--- config.mk ---
export PLATFORM = sky130hd
export DESIGN_NAME = pipeline_hazard_ctrl
export DESIGN_NICKNAME = d
export VERILOG_FILES = /design/src/rtl/pipeline_hazard_ctrl.sv
export SDC_FILE = /design/constraint.sdc
export NUM_CORES = 1
export LEC_CHECK = 0
export BUFFER_PORTS_ARGS = -buffer_cell sky130_fd_sc_hd__buf_2
export CAP_MARGIN = 25
export CORE_MARGIN = 2
export CORE_UTILIZATION = 45
export CTS_CLUSTER_SIZE = 10
export DETAILED_ROUTE_END_ITERATION = 7
export PLACE_DENSITY = 0.71
export SLEW_MARGIN = 15
export SYNTH_ARGS = -nofsm -noshare
export SYNTH_HDL_FRONTEND = slang
export SYNTH_SLANG_ARGS = --single-unit
--- constraint.sdc ---
create_clock -name clk_i -period 2.1 [get_ports clk_i]
set_input_delay 0.42 -clock clk_i [delete_from_list [all_inputs] [get_ports clk_i]]
set_output_delay 0.42 -clock clk_i [all_outputs]
set_load 0.005 [all_outputs]
--- src/rtl/pipeline_hazard_ctrl.sv ---
// Stall/flush sequencer for a 5-stage pipeline: load-use bubbles, branch redirects,
// data-memory wait freezes, a saturating stall counter and a sticky memory-timeout flag.
module pipeline_hazard_ctrl #(
  parameter int unsigned TIMEOUT = 16,
  parameter int unsigned CNT_W   = 16
) (
  input  logic             clk_i,
  input  logic             reset_i,
  input  logic [4:0]       id_rs1_i,
  input  logic [4:0]       id_rs2_i,
  input  logic             id_use_rs1_i,
  input  logic             id_use_rs2_i,
  input  logic [4:0]       ex_rd_i,
  input  logic             ex_mem_r_i,
  input  logic             ex_reg_w_i,
  input  logic             branch_taken_i,
  input  logic             mem_req_i,
  input  logic             mem_ready_i,
  output logic             pc_en_o,
  output logic             if_id_en_o,
  output logic             id_ex_en_o,
  output logic             ex_mem_en_o,
  output logic             if_id_flush_o,
  output logic             id_ex_flush_o,
  output logic             mem_wb_flush_o,
  output logic [CNT_W-1:0] stall_cnt_o,
  output logic             mem_err_o
);

  localparam logic [7:0] TimeoutVal = 8'(TIMEOUT);

  typedef enum logic [1:0] {StRun, StMemWait, StFlush} state_e;

  state_e           r_state;
  logic             r_pend_br;
  logic [7:0]       r_wait_cnt;
  logic [CNT_W-1:0] r_stall_cnt;
  logic             r_mem_err;

  logic       w_lu;
  logic       w_ms;
  logic       w_rdy;
  logic       w_freeze;
  logic [7:0] w_wait_nxt;

  assign w_lu = ex_mem_r_i & ex_reg_w_i & (ex_rd_i != 5'd0) &
                ((id_use_rs1_i & (id_rs1_i == ex_rd_i)) |
                 (id_use_rs2_i & (id_rs2_i == ex_rd_i)));
  assign w_ms = mem_req_i & ~mem_ready_i;
  // Dropping the request while waiting abandons the access, same as completion.
  assign w_rdy      = mem_ready_i | ~mem_req_i;
  assign w_freeze   = (r_state == StMemWait) ? ~w_rdy : w_ms;
  assign w_wait_nxt = (r_wait_cnt == 8'hff) ? r_wait_cnt : r_wait_cnt + 8'd1;

  always_comb begin
    pc_en_o        = 1'b1;
    if_id_en_o     = 1'b1;
    id_ex_en_o     = 1'b1;
    ex_mem_en_o    = 1'b1;
    if_id_flush_o  = 1'b0;
    id_ex_flush_o  = 1'b0;
    mem_wb_flush_o = 1'b0;
    if (!reset_i) begin
      pc_en_o        = 1'b0;
      if_id_en_o     = 1'b0;
      id_ex_en_o     = 1'b0;
      ex_mem_en_o    = 1'b0;
      if_id_flush_o  = 1'b1;
      id_ex_flush_o  = 1'b1;
      mem_wb_flush_o = 1'b1;
    end else begin
      if (r_state == StFlush) begin
        if_id_flush_o = 1'b1;
        id_ex_flush_o = 1'b1;
      end
      if (w_freeze) begin
        pc_en_o        = 1'b0;
        if_id_en_o     = 1'b0;
        id_ex_en_o     = 1'b0;
        ex_mem_en_o    = 1'b0;
        mem_wb_flush_o = 1'b1;
      end else if (r_state == StRun && branch_taken_i) begin
        if_id_flush_o = 1'b1;
        id_ex_flush_o = 1'b1;
      end else if (r_state == StRun && w_lu) begin
        pc_en_o       = 1'b0;
        if_id_en_o    = 1'b0;
        id_ex_flush_o = 1'b1;
      end
    end
  end

  always_ff @(posedge clk_i) begin
    if (!reset_i) begin
      r_state     <= StRun;
      r_pend_br   <= 1'b0;
      r_wait_cnt  <= 8'd0;
      r_stall_cnt <= '0;
      r_mem_err   <= 1'b0;
    end else begin
      if (!pc_en_o && r_stall_cnt != '1) begin
        r_stall_cnt <= r_stall_cnt + 1'b1;
      end
      unique case (r_state)
        StRun, StFlush: begin
          if (w_ms) begin
            r_state    <= StMemWait;
            r_pend_br  <= branch_taken_i;
            r_wait_cnt <= 8'd1;
            if (TimeoutVal == 8'd1) r_mem_err <= 1'b1;
          end else begin
            r_state   <= StRun;
            r_pend_br <= 1'b0;
          end
        end
        StMemWait: begin
          if (w_rdy) begin
            r_wait_cnt <= 8'd0;
            r_state    <= r_pend_br ? StFlush : StRun;
          end else begin
            r_wait_cnt <= w_wait_nxt;
            if (branch_taken_i) r_pend_br <= 1'b1;
            if (w_wait_nxt == TimeoutVal) r_mem_err <= 1'b1;
          end
        end
        default: r_state <= StRun;
      endcase
    end
  end

  assign stall_cnt_o = r_stall_cnt;
  assign mem_err_o   = r_mem_err;

endmodule
==> summary.txt <==
Status - complete, no violations
Post-place setup slack - 0.0612 ns
Top-area cell type share of the netlist area - 34.9%
Antenna cells - 0
Post-route antenna net violation count - 0
Hold Path Stages - 2
Vias - 1643
Clk sinks - 28
Vias in the first global route - 1436
Final Hold Fails - 0
DIE AREA - 4060 um^2
Hold_buf cts - 0
Sw Share - 23.5%
Final nets - 287
Cells after synthesis - 203
Share of layout cells above drive strength 1 - 28.5%
Clk network pwr share - 33.3%
Synth Area in XOR/XNOR - 7.09%
Ports - 48
Critical path endpoint category - register
Post-DR wirelength/cell - 12.4 um
CTS root buffer - clkbuf_4
First-pass GRT wire length - 6330 um
Slew @ Worst Pin - 0.298 ns
Most area-hungry cell type in the Yosys netlist - dfxtp_1
Hpwl dp - 2820 um
Achievable clock frequency - 503 MHz
Crit start category - register
Worst Skew - 0.00439 ns
Pre-Repair DR Iteration Count - 4
Largest net degree at the start of global routing - 23
Chip width - 63.8 um
Sequential share of the synthesized area - 34.9%
GP Congestion - 0.945
DR vias/cell - 5.37
Layout area overhead - 26.5%
CP Max Fanout - 8
Buffers on Ports - 47
Initial antenna violation count - 0
Total wire length - 3800 um
Period utilisation layout - 94.7%
Core area - 3390 um^2
CTS H-tree lvls - 1
Buffer depth of the longest clock path - 2
CTS tree - built
Cell Pwr Density - 525 nW/um^2
Row Count - 21
Clock latency on the worst-skew pair - 0.33 ns
Worst min-delay path class - in -> reg
Max Cap Violations - 0
Commonest non-fill, non-tap cell in the layout - buf_2
Reg2Reg Depth - 9
Largest family of logic cells by synthesized area - simple AND/OR/NAND/NOR gates
Internal power - 0.815 mW
Combinational power share - 15.4%
Setup violators final - 0
Adder-cell share of the synthesized area - 1.56%
Switching pwr - 0.251 mW
Worst setup path class - reg -> reg
PnR worst setup slack - 0.112 ns
Most frequent cells in the layout - 47 x buf_2, 26 x dfxtp_1, 18 x a21oi_1, 17 x o21ai_0, 16 x buf_4
Max transition margin - 80.0%
Final instance area - 2030 um^2
Final Max Tran Viols - 0
Post-synthesis mux area share - 1.25%
Main area contributors after synthesis - dfxtp_1 35%, xnor2_1 6.0%, a21oi_1 5.9%, o21ai_0 5.3%, or3_1 4.7%
TNS Setup - 0 ns
Tmin final - 1.99 ns
Simple-gate share of the synthesized area - 28.1%
Leakage - 0.819 nW
Distinct cells, synth - 41
CP required - 2.38 ns
First DRT Iteration DRCs - 57
FF+latch count, synth - 28
Post-synthesis compound-gate area fraction - 22.9%
Critical path arrival - 2.26 ns
Peak supply drop - 0.234 mV
Sequential share of power - 51.3%
Grt ovf - 0
Cell area after synthesis - 1610 um^2
Num CTS Buffers - 3
Area after DPL - 1960 um^2
Warnings from Yosys - 0
Gr usage total - 19.0%
Initial Utilization - 47.4%
Avg Cell Area, Syn - 7.91 um^2
Height of the die - 63.8 um
Post-synth net total - 229
DRC - 0
Clock transition at path regs - 0.15 ns
Unrepaired setup endpoints after global routing - no
==> cells by family after synthesis <==
| family | Yosys count |
|---|---|
| AOI/OAI and AO/OA | 60 |
| xor gates and xnor gates | 13 |
| adders and majority gates | 2 |
| buffers and inverters | 15 |
| DFF | 28 |
| muxes | 2 |
| and+or+nand+nor | 83 |
==> synthesized netlist by cell type (all sizes together) <==
cell type and number:
buf 5, a21boi 1, a31o 1, xor2 2, nor3b 1, a21oi 20
o22ai 1, o21a 2, mux2i 2, xnor2 11, and2 3, nand3 10
a211oi 5, or4 2, a31oi 5, or3 12, a41o 1, clkbuf 5
o31ai 2, nor2b 2, o21ai 18, nor2 12, a32o 1, a41oi 1
dfxtp 28, nor4 1, nand4bb 1, nand2 15, a32oi 2, nand2b 3
nand4 5, nor3 5, and3 7, inv 5, ha 2, and4 4
==> worst max-delay path: stages, from the launching register on <==
cell and delay [ns]:
dfxtp_2 0.35, ha_1 0.22, and4_1 0.22, nand4_1 0.11, and2_1 0.14, a32oi_1 0.11
buf_4 0.17, buf_4 0.14, or3_1 0.33, a21oi_1 0.15
==> sequential cells by signal, indices dropped and copies added, names as in the netlist <==
signal	flops
stall_cnt_o	16
r_wait_cnt	8
r_state	2
mem_err_o	1
r_pend_br	1
==> metrics by stage <==
stage | std cells | power (mW) | hold slack, ns | util (%)
CTS | 304 | 1.08 | 0.323 | 59.2
finish | 306 | 1.07 | 0.334 | 59.9
detailed placement | 300 | 0.718 | 0.449 | 57.7
floorplan | 203 | 0.643 | 0.453 | -
global route | 306 | 1.12 | 0.319 | 59.9
global placement | 300 | 0.716 | 0.445 | 57.7
==> power groups by stage <==
stage	Clock, mW	Combinational [mW]	Sequential (mW)
CTS	0.370	0.162	0.546
finish	0.355	0.165	0.547
floorplan	0	0.0804	0.563
global placement	0	0.158	0.557
detailed placement	0	0.161	0.558
global route	0.391	0.182	0.549
==> worst paths after layout <==
kind	from	endpoint	slack, ns
max	stall_cnt_o[0]	stall_cnt_o[10]	0.11
min	branch_taken_i	r_pend_br	0.33
max reg2reg	stall_cnt_o[0]	stall_cnt_o[10]	0.11
min reg2reg	mem_err_o	mem_err_o	0.48
==> routing by layer <==
layer	track usage [%]	share of wire, %	up-vias
met4	6.79	0.95	0
met2	32.1	48	31
met5	0	0	-
met3	2.99	3.0	4
met1	24.3	48	740
li1	-	-	868
==> area by class of cell <==
type                    instances  area [um^2]
flip-flops and latches         28          563
inverters                       5         18.8
fillers                       328         1360
repair buffers                 63          355
clock inverters                 1         30.0
clock buffers                   3         22.5
well taps                      46         57.6
multi-input cells             160          985
==> repair_timing <==
action	4_1_cts	5_1_grt
resized for setup	0	4
endpoints found under the hold margin	0	0
endpoints found under the setup margin	0	2
setup buffers	0	2
(Power assumes the default switching activity.)
